===== src/rtl/noc_sched_pkg.sv =====
// Shared types and helpers for the mesh-router output-port scheduler.
// Port codes, crossbar idle code, FSM states and requester-to-port mapping.
package noc_sched_pkg;

    typedef enum logic [2:0] {
        N = 3'd0,
        S = 3'd1,
        W = 3'd2,
        E = 3'd3,
        L = 3'd4
    } port_e;

    localparam logic [2:0] CS_NONE = 3'b111;

    typedef enum logic {
        IDLE = 1'b0,
        BUSY = 1'b1
    } sched_state_e;

    // Requesters are the four ports other than self, in N,S,W,E,L order.
    function automatic logic [2:0] req2port(input port_e self_port, input logic [1:0] k);
        logic [2:0] kk;
        kk = {1'b0, k};
        return (kk < 3'(self_port)) ? kk : kk + 3'd1;
    endfunction

endpackage


===== src/rtl/noc_outport_scheduler_rr_pick4.sv =====
// Combinational rotating first-one picker over four requesters.
// Search order is ptr, ptr+1, ptr+2, ptr+3 (mod 4).
module rr_pick4 (
    input  logic [3:0] req,
    input  logic [1:0] ptr,
    output logic       valid,
    output logic [1:0] idx
);

    always_comb begin
        valid = 1'b0;
        idx   = ptr;
        // Walk offsets from farthest to nearest so the nearest hit wins.
        for (int i = 3; i >= 0; i--) begin
            if (req[ptr + 2'(i)]) begin
                valid = 1'b1;
                idx   = ptr + 2'(i);
            end
        end
    end

endmodule


===== src/rtl/noc_outport_scheduler.sv =====
// Output-port scheduler: round-robin arbitration with wormhole lock and credit tracking.
// Optional stall-cycle counter enabled by defining NOC_SCHED_STALL_CNT_EN.
//
// state | meaning
// IDLE  | port free; arbitrate among requesters, no flit sent
// BUSY  | port locked to owner until its tail flit is sent
module noc_outport_scheduler
    import noc_sched_pkg::*;
#(
    parameter port_e SELF_PORT   = S,
    parameter int    MAX_CREDITS = 4,
    parameter int    CW          = 3
) (
    input  logic          clk,
    input  logic          reset,
    input  logic [3:0]    req_i,
    input  logic [3:0]    tail_i,
    input  logic          credit_ret_i,
    output logic [3:0]    grant_o,
    output logic          send_o,
    output logic [2:0]    cs_sel_o,
    output logic [CW-1:0] credit_cnt_o,
    output logic          busy_o,
    output logic          ovf_err_o,
    output logic [15:0]   stall_cnt_o
);

    localparam logic [CW-1:0] MAX_C = CW'(MAX_CREDITS);

    sched_state_e  state_q, state_d;
    logic [1:0]    owner_q, owner_d;
    logic [1:0]    rr_ptr_q, rr_ptr_d;
    logic [CW-1:0] credit_q, credit_d;
    logic          ovf_q, ovf_d;

    logic          pick_valid;
    logic [1:0]    pick_idx;
    logic          credit_nz;
    logic          send;

    rr_pick4 u_pick (
        .req   (req_i),
        .ptr   (rr_ptr_q),
        .valid (pick_valid),
        .idx   (pick_idx)
    );

    assign credit_nz = (credit_q != '0);
    assign send      = (state_q == BUSY) && req_i[owner_q] && credit_nz;

    always_comb begin
        state_d  = state_q;
        owner_d  = owner_q;
        rr_ptr_d = rr_ptr_q;
        case (state_q)
            IDLE: begin
                if (pick_valid && credit_nz) begin
                    state_d = BUSY;
                    owner_d = pick_idx;
                end
            end
            BUSY: begin
                // Owner dropping req_i mid-packet keeps the lock.
                if (send && tail_i[owner_q]) begin
                    state_d  = IDLE;
                    rr_ptr_d = owner_q + 2'd1;
                end
            end
            default: state_d = IDLE;
        endcase
    end

    always_comb begin
        credit_d = credit_q;
        ovf_d    = ovf_q;
        case ({send, credit_ret_i})
            2'b10: credit_d = credit_q - 1'b1;
            2'b01: begin
                if (credit_q == MAX_C) begin
                    ovf_d = 1'b1;
                end else begin
                    credit_d = credit_q + 1'b1;
                end
            end
            default: credit_d = credit_q;
        endcase
    end

    always_ff @(posedge clk or negedge reset) begin
        if (!reset) begin
            state_q  <= IDLE;
            owner_q  <= 2'd0;
            rr_ptr_q <= 2'd0;
            credit_q <= MAX_C;
            ovf_q    <= 1'b0;
        end else begin
            state_q  <= state_d;
            owner_q  <= owner_d;
            rr_ptr_q <= rr_ptr_d;
            credit_q <= credit_d;
            ovf_q    <= ovf_d;
        end
    end

    assign grant_o      = send ? (4'b0001 << owner_q) : 4'b0000;
    assign send_o       = send;
    assign busy_o       = (state_q == BUSY);
    assign cs_sel_o     = (state_q == BUSY) ? req2port(SELF_PORT, owner_q) : CS_NONE;
    assign credit_cnt_o = credit_q;
    assign ovf_err_o    = ovf_q;

`ifdef NOC_SCHED_STALL_CNT_EN
    logic [15:0] stall_q;

    always_ff @(posedge clk or negedge reset) begin
        if (!reset) begin
            stall_q <= 16'h0;
        end else if ((state_q == BUSY) && req_i[owner_q] && !credit_nz && (stall_q != 16'hFFFF)) begin
            stall_q <= stall_q + 16'h1;
        end
    end

    assign stall_cnt_o = stall_q;
`else
    assign stall_cnt_o = 16'h0;
`endif

endmodule

===== config.mk =====
export PLATFORM = sky130hd
export DESIGN_NAME = noc_outport_scheduler
export DESIGN_NICKNAME = d
export VERILOG_FILES = /design/src/rtl/noc_sched_pkg.sv /design/src/rtl/noc_outport_scheduler_rr_pick4.sv /design/src/rtl/noc_outport_scheduler.sv
export SDC_FILE = /design/constraint.sdc
export NUM_CORES = 1
export LEC_CHECK = 0
export ABC_AREA = 0
export BUFFER_PORTS_ARGS = -buffer_cell sky130_fd_sc_hd__buf_2
export CAP_MARGIN = 15
export CORE_UTILIZATION = 30
export CTS_BUF_LIST = sky130_fd_sc_hd__clkbuf_2
export CTS_CLUSTER_SIZE = 25
export DETAILED_ROUTE_END_ITERATION = 16
export MAX_ROUTING_LAYER = met4
export PLACE_DENSITY_LB_ADDON = 0.12
export SKIP_LAST_GASP = 1
export SYNTH_ARGS = -nofsm -noshare
export SYNTH_HDL_FRONTEND = slang
export SYNTH_SLANG_ARGS = --single-unit
export TNS_END_PERCENT = 30

===== constraint.sdc =====
create_clock -name clk -period 3.8 [get_ports clk]
set_clock_uncertainty 0.1 [all_clocks]
set_input_delay 0 -clock clk [delete_from_list [all_inputs] [get_ports clk]]
set_output_delay 0 -clock clk [all_outputs]
set_load 0.01 [all_outputs]

==> results_dict.tcl <==
set metrics [dict create \
    status "completed" \
    cp.arrival_ns 2.92 \
    io_buffers 23 \
    die_h_um 56.3 \
    yosysUniqueCellTypes 37 \
    yosysTopAreaCell "dfrtp_1" \
    yosys-top-cells-area "dfrtp_1, buf_4, ha_1" \
    grt_max_degree 11 \
    clock_latency_ns 0.25 \
    rsz0062_at_grt "no" \
    cp_max_fo 8 \
    ant_nets 0 \
    drv_cap 0 \
    power_uw 752 \
    syn_to_final_growth_pct 13.0 \
    ys_warn_count 0 \
    setup_viol 0 \
    tns_ns 0 \
    grt_pass1_wl_mm 2.86 \
    synth-edff-count 0 \
    drcViolationCount 0 \
    cts_buffers 3 \
    synth.most_common_cell "buf_4" \
    drt_wl_total_mm 1.76 \
    pre_cts_slack_ns 0.984 \
    start_util_pct 31.8 \
    synth_seq_area_share_pct 25.6 \
    cts_setup_buffers 0 \
    synth_area_um2 883 \
    hold_viol_final 0 \
    path_class "reg2reg" \
    clock_sinks 9 \
    wl_per_cell_um 11.6 \
    cts_tree "yes" \
    place_congestion 0.770 \
    dp_hpwl_mm 1.37 \
    die-width_um 56.3 \
    p_per_area_nw_per_um2 753 \
    end_kind "register" \
    drv_slew 0 \
    track_usage_pct 12.1 \
    vdd_ir_drop_max_uv 332 \
    cts_buffer_depth 2 \
    drt-pass1-iter-count 4 \
    wl_met3_um 92 \
    hold_class "in2async" \
    path_cells "mux4_2 > and3b_1 > nand2b_1 > fa_1 > or2_2 > o31a_1 > o211ai_1" \
    avgSynthCellArea_um2 9.30 \
    final_nets 140 \
    drive_above_1_share_pct 26.4 \
    r2r_start "owner_q[1]$_DFFE_PN0P_" \
    power_leakage_nw 0.521 \
    required_ns 3.88 \
    cts-htree-levels 1 \
    crit_path_start "owner_q[1]$_DFFE_PN0P_" \
    reg2reg_slack_ns 0.96 \
    hold_buffers 2 \
    wl_met1_um 816 \
    fin_cells 152 \
    maxSlewHeadroom_pct 60.7 \
    synth-seq-cells 9 \
    fmax_ghz 0.352 \
    met2_length_um 839 \
    cp-start-kind "register" \
    grt_overflow_total 0 \
    worst_pin_slew_ns 0.586 \
    core_um2 2780 \
    clk_pin_slew_ns 0.10 \
    drt_iter0_markers 12 \
    timing.final.ws_setup_ns 0.959 \
    die_area_um2 3170 \
    routed_via_density 4.64 \
    grt_pass1_vias 627 \
    num_rows 19 \
    synthCells 95 \
    max_stage_delay_ns 0.59 \
    antenna_found_initial 0 \
    cts_resized 0 \
    synthArstFlopShare_pct 100 \
    critical-path-slowest-cell "mux4_2" \
    root_buffer "clkbuf_2" \
    dr.max_layer_used "met4" \
    synth.top_cells.by_count "buf_4, dfrtp_1, ha_1, inv_1" \
    dpl.cell_count 146 \
    timing.final.crit_share_pct 74.8 \
    yosys_most_used_dff "dfrtp_1" \
    ios 40 \
    yosysTopAreaCellShare_pct 22.7 \
    vias 705 \
    num_antenna_cells 0 \
    period_minus_slack_ns 2.84 \
]
## critical path, delay by kind of cell (launching register included)
family | cells | cell delay (ns)
AOI/OAI and AO/OA | 2 | 0.40
adders and majority gates | 1 | 0.40
muxes | 1 | 0.59
DFF | 1 | 0.50
and+or+nand+nor | 3 | 0.78
## layout make-up
class	instances	area, um^2
repair buffers	25	135
fillers	301	1780
flip-flops and latches	9	226
inverters	6	22.5
clock buffers	4	20.0
multi-input cells	77	556
well taps	31	38.8
## per-stage QoR
stage | hold WS [ns] | area (um^2) | util, %
CTS | 0.00623 | 998 | 35.9
global placement | -0.221 | 958 | 34.5
floorplan | -0.396 | 940 | -
global route | 0.0156 | 998 | 35.9
finish | 0.0148 | 998 | 35.9
detailed placement | -0.227 | 958 | 34.5
## cell usage in the layout (no fill, tap or decap), types with 2 or more instances in the layout
master / instances
nor2_1: 5
inv_1: 6
o21ai_0: 4
mux2i_1: 4
a21oi_1: 3
dfrtp_1: 8
ha_1: 6
clkbuf_2: 4
conb_1: 16
nor2b_1: 2
nand2_1: 4
o211ai_1: 2
o221ai_1: 2
buf_2: 23
nand2b_1: 5
and2_1: 4
o22ai_1: 2
dlygate4sd3_1: 2
## layer usage
layer  vias to the layer above  global-route usage (%)
met5                         -                       -
li1                        348                       -
met2                        21                    17.9
met4                         0                    3.14
met1                       334                    15.5
met3                         2                    4.84
## registers in the layout (all words and copies together), names as in the netlist
| register | flops |
|---|---|
| owner_q | 2 |
| ovf_err_o | 1 |
| rr_ptr_q | 2 |
| busy_o | 1 |
| credit_cnt_o | 3 |
## path summary, 6_finish.rpt
path / to / cells after the start
worst max-delay path: credit_cnt_o[2]$_DFFE_PN1P_ / 7
worst min-delay path: rr_ptr_q[0]$_DFFE_PN0P_ / 2
worst max register to register: credit_cnt_o[2]$_DFFE_PN1P_ / 7
worst min register to register: ovf_err_o$_DFFE_PN0P_ / 1
max in group asynchronous: credit_cnt_o[2]$_DFFE_PN1P_ / 2
min in group clk: owner_q[1]$_DFFE_PN0P_ / 3
## report_power, final
group          internal (mW)  switching (mW)  leakage [nW]  total [mW]
sequential             0.151          0.0841         0.102       0.235
clock                 0.0279          0.0381        0.0166      0.0660
combinational          0.217           0.235         0.402       0.451
## kinds of logic (layout without fill, tap and decap cells)
family                     count (synthesis)  count (layout)  share of synthesized area (%)
and+or+nand+nor                           25              25                           15.7
buffers and inverters                     24              35                           17.8
xor gates and xnor gates                   2               2                           1.98
DFF                                        9               9                           25.6
adders and majority gates                  7               7                           10.8
other                                      1              16                          0.425
AOI/OAI and AO/OA                         20              20                           15.9
muxes                                      7               7                           11.8
Note: power is estimated with default switching activity, not from simulation.
